===== config.mk =====
export PLATFORM = sky130hd
export DESIGN_NAME = sram_arbiter_2p
export DESIGN_NICKNAME = d
export VERILOG_FILES = /design/src/rtl/sram_arbiter_2p_pkg.sv /design/src/rtl/sram_arbiter_2p_rr_arbiter_2.sv /design/src/rtl/sram_arbiter_2p.sv
export SDC_FILE = /design/constraint.sdc
export NUM_CORES = 1
export LEC_CHECK = 0
export CAP_MARGIN = 20
export CORE_ASPECT_RATIO = 1.5
export CORE_MARGIN = 3
export CORE_UTILIZATION = 25
export CTS_CLUSTER_DIAMETER = 200
export DETAILED_ROUTE_END_ITERATION = 16
export GPL_TIMING_DRIVEN = 0
export PLACE_DENSITY = 0.63
export SLEW_MARGIN = 20
export SYNTH_ARGS = -nofsm -noshare
export SYNTH_HDL_FRONTEND = slang
export SYNTH_SLANG_ARGS = --single-unit

===== constraint.sdc =====
create_clock -name i_clk -period 1.3 [get_ports i_clk]
set_input_delay 0.195 -clock i_clk [delete_from_list [all_inputs] [get_ports i_clk]]
set_output_delay 0.195 -clock i_clk [all_outputs]
set_load 0.02 [all_outputs]

===== src/rtl/sram_arbiter_2p_pkg.sv =====
// Shared encodings and defaults for the two-port SRAM arbiter.
// Holds FSM states, port identifiers and default bus widths.
package sram_arbiter_2p_pkg;

  typedef enum logic {
    ST_IDLE   = 1'b0,
    ST_ACCESS = 1'b1
  } state_t;

  typedef enum logic {
    PORT_A = 1'b0,
    PORT_B = 1'b1
  } port_t;

  localparam int DEF_ADDR_WIDTH    = 20;
  localparam int DEF_DATA_WIDTH    = 8;
  localparam int DEF_ACCESS_CYCLES = 2;

  function automatic port_t other_port(input port_t p);
    return (p == PORT_A) ? PORT_B : PORT_A;
  endfunction

endpackage


===== src/rtl/sram_arbiter_2p_rr_arbiter_2.sv =====
// Combinational two-way round-robin pick: a sole requester wins,
// a tie goes to the port that did not win last time.
module rr_arbiter_2
  import sram_arbiter_2p_pkg::*;
(
  input  logic req_a,
  input  logic req_b,
  input  logic last_grant,
  output logic grant_vld,
  output logic grant
);

  always_comb begin
    grant_vld = req_a | req_b;
    grant     = PORT_A;
    if (req_a && req_b) begin
      grant = other_port(port_t'(last_grant));
    end else if (req_b) begin
      grant = PORT_B;
    end
  end

endmodule


===== src/rtl/sram_arbiter_2p.sv =====
// Round-robin share of one SRAM controller between ports A and B; each command is
// held ACCESS_CYCLES cycles, then read data returns to its owner. All outputs registered.
module sram_arbiter_2p
  import sram_arbiter_2p_pkg::*;
#(
  parameter int ADDR_WIDTH    = DEF_ADDR_WIDTH,
  parameter int DATA_WIDTH    = DEF_DATA_WIDTH,
  parameter int ACCESS_CYCLES = DEF_ACCESS_CYCLES
) (
  input  logic                  i_clk,
  input  logic                  i_reset,
  input  logic                  i_a_req,
  input  logic                  i_a_write,
  input  logic [ADDR_WIDTH-1:0] i_a_addr,
  input  logic [DATA_WIDTH-1:0] i_a_wdata,
  output logic                  o_a_ack,
  output logic [DATA_WIDTH-1:0] o_a_rdata,
  output logic                  o_a_rvalid,
  input  logic                  i_b_req,
  input  logic                  i_b_write,
  input  logic [ADDR_WIDTH-1:0] i_b_addr,
  input  logic [DATA_WIDTH-1:0] i_b_wdata,
  output logic                  o_b_ack,
  output logic [DATA_WIDTH-1:0] o_b_rdata,
  output logic                  o_b_rvalid,
  output logic                  o_m_write,
  output logic [ADDR_WIDTH-1:0] o_m_addr,
  output logic [DATA_WIDTH-1:0] o_m_data,
  input  logic [DATA_WIDTH-1:0] i_m_data,
  output logic                  o_busy
);

  localparam int CNT_W = $clog2(ACCESS_CYCLES + 1);

  state_t                state_q, state_d;
  logic [CNT_W-1:0]      cnt_q, cnt_d;
  port_t                 last_grant_q, last_grant_d;
  logic                  m_write_q, m_write_d;
  logic [ADDR_WIDTH-1:0] m_addr_q, m_addr_d;
  logic [DATA_WIDTH-1:0] m_data_q, m_data_d;
  logic                  a_ack_q, a_ack_d;
  logic                  b_ack_q, b_ack_d;
  logic [DATA_WIDTH-1:0] a_rdata_q, a_rdata_d;
  logic [DATA_WIDTH-1:0] b_rdata_q, b_rdata_d;
  logic                  a_rvalid_q, a_rvalid_d;
  logic                  b_rvalid_q, b_rvalid_d;
  logic                  busy_q, busy_d;

  logic grant_vld;
  logic grant;

  rr_arbiter_2 u_rr (
    .req_a      (i_a_req),
    .req_b      (i_b_req),
    .last_grant (last_grant_q),
    .grant_vld  (grant_vld),
    .grant      (grant)
  );

  // last_grant doubles as the owner of the access in flight.
  always_comb begin
    state_d      = state_q;
    cnt_d        = cnt_q;
    last_grant_d = last_grant_q;
    m_write_d    = m_write_q;
    m_addr_d     = m_addr_q;
    m_data_d     = m_data_q;
    a_rdata_d    = a_rdata_q;
    b_rdata_d    = b_rdata_q;
    busy_d       = busy_q;
    a_ack_d      = 1'b0;
    b_ack_d      = 1'b0;
    a_rvalid_d   = 1'b0;
    b_rvalid_d   = 1'b0;

    case (state_q)
      ST_IDLE: begin
        if (grant_vld) begin
          state_d      = ST_ACCESS;
          cnt_d        = CNT_W'(ACCESS_CYCLES - 1);
          last_grant_d = port_t'(grant);
          busy_d       = 1'b1;
          if (grant == PORT_A) begin
            m_write_d = i_a_write;
            m_addr_d  = i_a_addr;
            m_data_d  = i_a_wdata;
            a_ack_d   = 1'b1;
          end else begin
            m_write_d = i_b_write;
            m_addr_d  = i_b_addr;
            m_data_d  = i_b_wdata;
            b_ack_d   = 1'b1;
          end
        end
      end

      ST_ACCESS: begin
        if (cnt_q != '0) begin
          cnt_d = cnt_q - CNT_W'(1);
        end else begin
          state_d   = ST_IDLE;
          m_write_d = 1'b0;
          busy_d    = 1'b0;
          // A low write strobe during the access marks it as a read.
          if (!m_write_q) begin
            if (last_grant_q == PORT_A) begin
              a_rdata_d  = i_m_data;
              a_rvalid_d = 1'b1;
            end else begin
              b_rdata_d  = i_m_data;
              b_rvalid_d = 1'b1;
            end
          end
        end
      end

      default: state_d = ST_IDLE;
    endcase
  end

  always_ff @(posedge i_clk) begin
    if (i_reset) begin
      state_q      <= ST_IDLE;
      cnt_q        <= '0;
      last_grant_q <= PORT_B;
      m_write_q    <= 1'b0;
      m_addr_q     <= '0;
      m_data_q     <= '0;
      a_ack_q      <= 1'b0;
      b_ack_q      <= 1'b0;
      a_rdata_q    <= '0;
      b_rdata_q    <= '0;
      a_rvalid_q   <= 1'b0;
      b_rvalid_q   <= 1'b0;
      busy_q       <= 1'b0;
    end else begin
      state_q      <= state_d;
      cnt_q        <= cnt_d;
      last_grant_q <= last_grant_d;
      m_write_q    <= m_write_d;
      m_addr_q     <= m_addr_d;
      m_data_q     <= m_data_d;
      a_ack_q      <= a_ack_d;
      b_ack_q      <= b_ack_d;
      a_rdata_q    <= a_rdata_d;
      b_rdata_q    <= b_rdata_d;
      a_rvalid_q   <= a_rvalid_d;
      b_rvalid_q   <= b_rvalid_d;
      busy_q       <= busy_d;
    end
  end

  assign o_a_ack    = a_ack_q;
  assign o_b_ack    = b_ack_q;
  assign o_a_rdata  = a_rdata_q;
  assign o_b_rdata  = b_rdata_q;
  assign o_a_rvalid = a_rvalid_q;
  assign o_b_rvalid = b_rvalid_q;
  assign o_m_write  = m_write_q;
  assign o_m_addr   = m_addr_q;
  assign o_m_data   = m_data_q;
  assign o_busy     = busy_q;

endmodule


==> run_results.csv, run 1 <==
group,metric,value,unit
synth,ys_ff_latch,54,
synth,synthMuxAreaShare,0.03867,
pwr,ir_drop,0.0005546,V
timing,setup_tns,-718.0,ps
hold_path,hold_path.class,"in2reg",
clocking,clockRootBuffer,"clkbuf_16",
synth,synth-compound-area-share,0.1952,
routing,drt-total-wl,6925,um
synth,async_flop_share,0,
worst_setup_path,worstPathMaxFanout,6,
timing,finalCriticalPeriod,1359,ps
timing,rsz0062_at_grt,"yes",
floorplan,core_area,8058,um^2
outcome,status,"complete, but fails checks",
clocking,cts_hold_buf,0,
worst_setup_path,cp-start-kind,"flop",
hold_path,worstHoldPathCells,2,
pwr,p_per_area,1121,nW/um^2
synth,syn_avg_cell_area,10.25,um^2
synth,ys.flop_type,"dfxtp_1",
worst_setup_path,crit_type,"reg2reg",
routing,viasPerCell,4.690,
floorplan,row_count,40,
synth,synthXorXnorAreaFrac,0,
routing,drc,0,
floorplan,die_area,9434,um^2
timing,hold_ws,241.2,ps
synth,yosys.area_share.adder,0.01208,
timing,setup_viol,20,
timing,hold_violations,0,
timing,setup_ws,-58.93,ps
global_route,grt_usage,0.1415,
finish,final_cell_mix,"clkdlybuf4s50_1, dlygate4sd2_1, dfxtp_1",
global_route,grt_max_degree,16,
pwr,leakagePower,1.738,nW
synth,yosys_warnings,0,
clocking,numCtsBuffers,5,
routing,detail-route-antenna-nets,0,
finish,final_core_util,0.4601,
place,dpl_worst_slack,-449.4,ps
worst_setup_path,arrival,1530,ps
synth,synth_top_family_by_area,"compound AO/OA/AOI/OAI gates",
timing,fin_worst_skew,6.363,ps
place,dp_hpwl,4912,um
global_route,grt_pass1_vias,2113,
routing,drtIter0Drc,73,
synth,yosysTopAreaCell,"dfxtp_1",
floorplan,num_io_pins,120,
synth,yosys.area_share.simple,0.1764,
global_route,grt_pass1_wl,10610,um
routing,vias,2101,
clocking,htree_num_levels,2,
timing,finalCritPeriodShare,1.045,
place,routabilityCongestion,0.7469,
finish,antennaDiodeCount,0,
outcome,failed_checks,"setup timing",
routing,first_pass_iters,4,
synth,netlist.area_leader.share,0.5221,
timing,slew_violations,0,
finish,layout-drive-gt1-share,0.1545,
synth,netlist_area,2071,um^2
finish,area_delta_synth_final,79.03,%
worst_setup_path,cp.required,1470,ps
finish,mostFrequentLayoutCell,"clkdlybuf4s50_1",
timing,maxSlewHeadroom,0.6898,
synth,synthCells,202,
routing,wl_per_cell,15.46,um
floorplan,start_util,0.2570,
flow_run,drv_cap,0,
clocking,clk_pin_slew,70,ps
clocking,clk_latency,280,ps
timing,max_freq,735.9,MHz
synth,synthDistinctLibCells,28,
floorplan,dieWidth,80.31,um
worst_setup_path,critPathCaptureType,"flop",
synth,seq_area_frac_synth,0.5221,
synth,synthTopCellsByArea,"dfxtp_1, a221o_1, and3_1, mux2i_1, nand2_1",
clocking,cts.sink_count,54,
clocking,cts_tree,"built",
synth,syn_nets,274,
global_route,grt_overflow,0,
timing,worst_pin_slew,465.3,ps
global_route,antenna_found_initial,0,
place,port_buffers,118,
worst_setup_path,reg2reg_depth,5,
clocking,clk_path_buf_depth,2,
synth,synth_edf_count,0,
finish,nets,415,
floorplan,die_h,117.5,um
[metrics by stage]
stage          instances  instance area [um^2]  total power, W
6_report             448                  3707        0.004157
5_1_grt              448                  3707        0.004354
4_1_cts              444                  3649        0.004180
3_5_place_dp         425                  3388        0.002870
3_3_place_gp         425                  3388        0.002860
2_1_floorplan        202                  2076        0.002332
[power by group]
group | total, W | internal, W | switching [W]
combinational | 0.00102 | 0.000551 | 0.000469
clock | 0.00128 | 0.000705 | 0.000572
sequential | 0.00186 | 0.00179 | 0.0000716
total | 0.00416 | 0.00304 | 0.00111
[layout make-up]
cell class / count / area, um^2
Buffer: 16 / 125.1
Clock buffer: 6 / 128.9
Clock inverter: 1 / 7.507
Fill cell: 835 / 4350
Inverter: 5 / 18.77
Multi-Input combinational cell: 125 / 928.4
Sequential cell: 54 / 1089
Tap cell: 105 / 131.4
Timing Repair Buffer: 136 / 1279
[synth_stat cells, types with 2 or more instances]
cell type	instances
and3_1	29
mux2i_1	8
nor2_1	11
buf_6	3
dfxtp_1	54
clkbuf_1	10
nand2_1	19
ha_1	2
buf_2	5
nor4_1	2
a21oi_1	10
a32o_1	2
inv_1	5
a221o_1	28
[logic make-up (layout without fill, tap and decap cells)]
group	Yosys count	in the layout
flops	54	54
buf+inv	23	164
mux	8	8
fa+ha+maj	2	2
simple gates	69	69
compound gates	46	46
[layer usage]
layer,global-route usage,share of wire
met5,0,0
met4,0.03171,0.012
met3,0.04135,0.068
met2,0.2599,0.53
met1,0.1562,0.39
[critical path, cell delays in order, from the launching register on]
cell	delay [ps]
dfxtp_2	350
o21ba_4	240
nor2_4	60
buf_6	140
buf_8	120
a221o_1	330
[worst paths after layout]
kind                     start      endpoint  slack, ps
setup / recovery       state_q   o_m_addr[8]        -60
hold reg to reg   o_b_rdata[2]  o_b_rdata[2]        460
setup reg to reg       state_q   o_m_addr[8]        -60
hold / removal         i_reset    o_b_rvalid        240
[flip-flops by register name (all words and copies together) (netlist names)]
register	flops
o_m_addr	20
o_m_write	1
o_busy	1
o_a_rvalid	1
o_b_ack	1
o_b_rdata	8
o_m_data	8
o_a_ack	1
o_a_rdata	8
state_q	1
cnt_q	2
last_grant_q	1
o_b_rvalid	1
[what timing repair did]
action / in CTS / in global routing
setup buffers: 10 / 4
gates resized for setup: 82 / 7
cloned: 3 / 1
pin swaps: 15 / 4
endpoints found under the hold margin: 0 / 0
setup endpoints to repair: 95 / 48
Power figures use the tool's default switching activity.
==> inputs of run 2 (changes only) <==
--- a/config.mk
+++ b/config.mk
@@ -8,11 +8,11 @@
 export CAP_MARGIN = 20
 export CORE_ASPECT_RATIO = 1.5
 export CORE_MARGIN = 3
-export CORE_UTILIZATION = 25
+export CORE_UTILIZATION = 34
 export CTS_CLUSTER_DIAMETER = 200
 export DETAILED_ROUTE_END_ITERATION = 16
 export GPL_TIMING_DRIVEN = 0
-export PLACE_DENSITY = 0.63
+export PLACE_DENSITY = 0.8
 export SLEW_MARGIN = 20
 export SYNTH_ARGS = -nofsm -noshare
 export SYNTH_HDL_FRONTEND = slang
==> run_results.csv, run 2 (same netlist as run 1, synthesis figures left out) <==
group,metric,value,unit
finish,antennaDiodeCount,0,
floorplan,die_h,101.6,um
clocking,clk_path_buf_depth,2,
timing,finalCriticalPeriod,1389,ps
worst_setup_path,reg2reg_depth,5,
place,port_buffers,118,
clocking,clk_latency,300,ps
worst_setup_path,cp-start-kind,"flop",
finish,final_cell_mix,"clkdlybuf4s50_1, dlygate4sd2_1, dfxtp_1",
worst_setup_path,crit_type,"reg2reg",
routing,wl_per_cell,14.99,um
timing,max_freq,720.1,MHz
finish,layout-drive-gt1-share,0.1818,
hold_path,worstHoldPathCells,2,
routing,detail-route-antenna-nets,0,
pwr,leakagePower,1.726,nW
place,routabilityCongestion,0.8025,
timing,finalCritPeriodShare,1.068,
global_route,grt_pass1_wl,9832,um
finish,mostFrequentLayoutCell,"clkdlybuf4s50_1",
clocking,clockRootBuffer,"clkbuf_8",
worst_setup_path,worstPathMaxFanout,6,
global_route,grt_max_degree,18,
worst_setup_path,reg2reg_to,"o_m_addr[14]",
worst_setup_path,r2r-start,"state_q",
routing,drt-total-wl,6191,um
floorplan,row_count,34,
timing,worst_pin_slew,599.8,ps
finish,area_delta_synth_final,77.52,%
pwr,seqPwrFrac,0.463,
pwr,p_per_area,1092,nW/um^2
outcome,failed_checks,"setup timing",
floorplan,die_area,7082,um^2
clocking,cts.sink_count,54,
floorplan,num_io_pins,120,
hold_path,hold_path.class,"in2reg",
floorplan,dieWidth,69.72,um
timing,slew_violations,0,
clocking,numCtsBuffers,5,
global_route,antenna_found_initial,0,
floorplan,core_area,5871,um^2
outcome,status,"complete, but fails checks",
pwr,switchingPower,0.001092,W
flow_run,drv_cap,0,
finish,nets,412,
timing,fin_worst_skew,7.456,ps
timing,setup_tns,-824.9,ps
pwr,p_clk_frac,0.280,
pwr,ir_drop,0.0006892,V
routing,viasPerCell,5.061,
clocking,cts_tree,"built",
clocking,htree_num_levels,2,
pwr,p_int,0.002923,W
place,dp_hpwl,4438,um
hold_path,hold_start,"i_reset",
floorplan,start_util,0.3527,
finish,stdcell_count,413,
global_route,grt_overflow,0,
pwr,power_frac_comb,0.257,
timing,setup_viol,15,
pwr,swShare,0.2720,
routing,first_pass_iters,4,
clocking,clk_pin_slew,100,ps
routing,drc,0,
global_route,grt_usage,0.1729,
timing,setup_ws,-88.69,ps
worst_setup_path,arrival,1590,ps
worst_setup_path,cp.required,1500,ps
worst_setup_path,critPathCaptureType,"flop",
finish,nFillCells,499,
hold_path,worstHoldEndpoint,"o_b_rvalid",
finish,largest_register_ff_count,20,
routing,vias,2090,
place,dp_cells,392,
timing,rsz0062_at_grt,"yes",
global_route,grt_pass1_vias,2095,
worst_setup_path,crit_start,"state_q",
worst_setup_path,r2r_slack,-90,ps
timing,hold_violations,0,
routing,drtIter0Drc,106,
timing,maxSlewHeadroom,0.6001,
-- run 2: cell count changes in the layout (fill, tap and decap cells not counted), moves of 2 or more --
cell       before  now
a21oi_1        10    5
a21oi_2         0    5
buf_4          15   11
buf_8           1    4
clkbuf_1        4    2
clkbuf_16       6    1
clkbuf_2        5    3
clkbuf_8        2    5
-- run 2: area by class of cell --
type | count | area (um^2) | share of cell area
clock buffer | 5 | 68.82 | 0.01872
multi-input combinational | 125 | 963.4 | 0.2621
timing repair buffer | 133 | 1260 | 0.3428
clock inverter | 3 | 43.79 | 0.01191
buffer | 16 | 140.1 | 0.03812
tap | 72 | 90.09 | 0.02451
sequential | 54 | 1091 | 0.2968
inverter | 5 | 18.77 | 0.005106
-- run 2: how the worst max path moves through the flow --
stage | end | slack (ps) | depth (start not counted)
global route | o_a_rdata[1] | -150 | 6
global placement | o_m_addr[16] | -430 | 5
floorplan | o_m_addr[10] | -20 | 6
finish | o_m_addr[14] | -90 | 5
detailed placement | o_m_addr[19] | -450 | 5
CTS | o_m_addr[16] | -60 | 5
-- run 2: layer usage --
| metal | vias up | track usage | part of all wire |
|---|---|---|---|
| met5 | - | 0 | 0 |
| met4 | 0 | 0.06785 | 0.024 |
| met3 | 15 | 0.03575 | 0.061 |
| met2 | 78 | 0.3294 | 0.54 |
| met1 | 974 | 0.1860 | 0.37 |
| li1 | 1023 | - | - |
-- run 2: what timing repair did --
| action | 4_1_cts | 5_1_grt |
|---|---|---|
| hold endpoints to repair | 0 | 0 |
| setup endpoints to repair | 96 | 50 |
| pin swaps | 2 | 10 |
| hold buffers | 0 | 0 |
| setup buffers | 6 | 6 |
| gates cloned | 2 | 1 |
| gates resized for setup | 79 | 31 |
-- run 2: power by group through the flow --
stage | Sequential, W | Clock (W) | Combinational [W]
after CTS | 0.00186 | 0.00115 | 0.000943
after global routing | 0.00188 | 0.00121 | 0.00111
final | 0.00186 | 0.00113 | 0.00103
after floorplan | 0.00203 | 0 | 0.000300
after global placement | 0.00189 | 0 | 0.000956
after detailed placement | 0.00189 | 0 | 0.000969
-- run 2: worst max-delay path, stage by stage, from the launching register on --
cell       delay, ps
dfxtp_4          380
o21ba_4          240
nor2_4            60
buf_6            140
clkbuf_16        150
a221o_1          310
-- run 2: per-stage QoR --
step | hold WS, ps | power (W) | setup slack, ps | util | area [um^2]
after CTS | 182.8 | 0.003945 | -55.39 | 0.5980 | 3511
after global placement | 442.2 | 0.002843 | -431.2 | 0.5701 | 3347
after floorplan | 331.0 | 0.002332 | -17.36 | - | 2076
after detailed placement | 446.5 | 0.002860 | -449.6 | 0.5701 | 3347
final | 195.2 | 0.004016 | -88.69 | 0.6262 | 3676
after global routing | 216.9 | 0.004199 | -152.2 | 0.6262 | 3676
==> inputs of run 3 (changes only) <==
--- a/config.mk
+++ b/config.mk
@@ -9,7 +9,6 @@
 export CORE_ASPECT_RATIO = 1.5
 export CORE_MARGIN = 3
 export CORE_UTILIZATION = 34
-export CTS_CLUSTER_DIAMETER = 200
 export DETAILED_ROUTE_END_ITERATION = 16
 export GPL_TIMING_DRIVEN = 0
 export PLACE_DENSITY = 0.8
==> results of run 3 <==
Same layout as run 2: the final DEF is identical, and so are final timing and power.
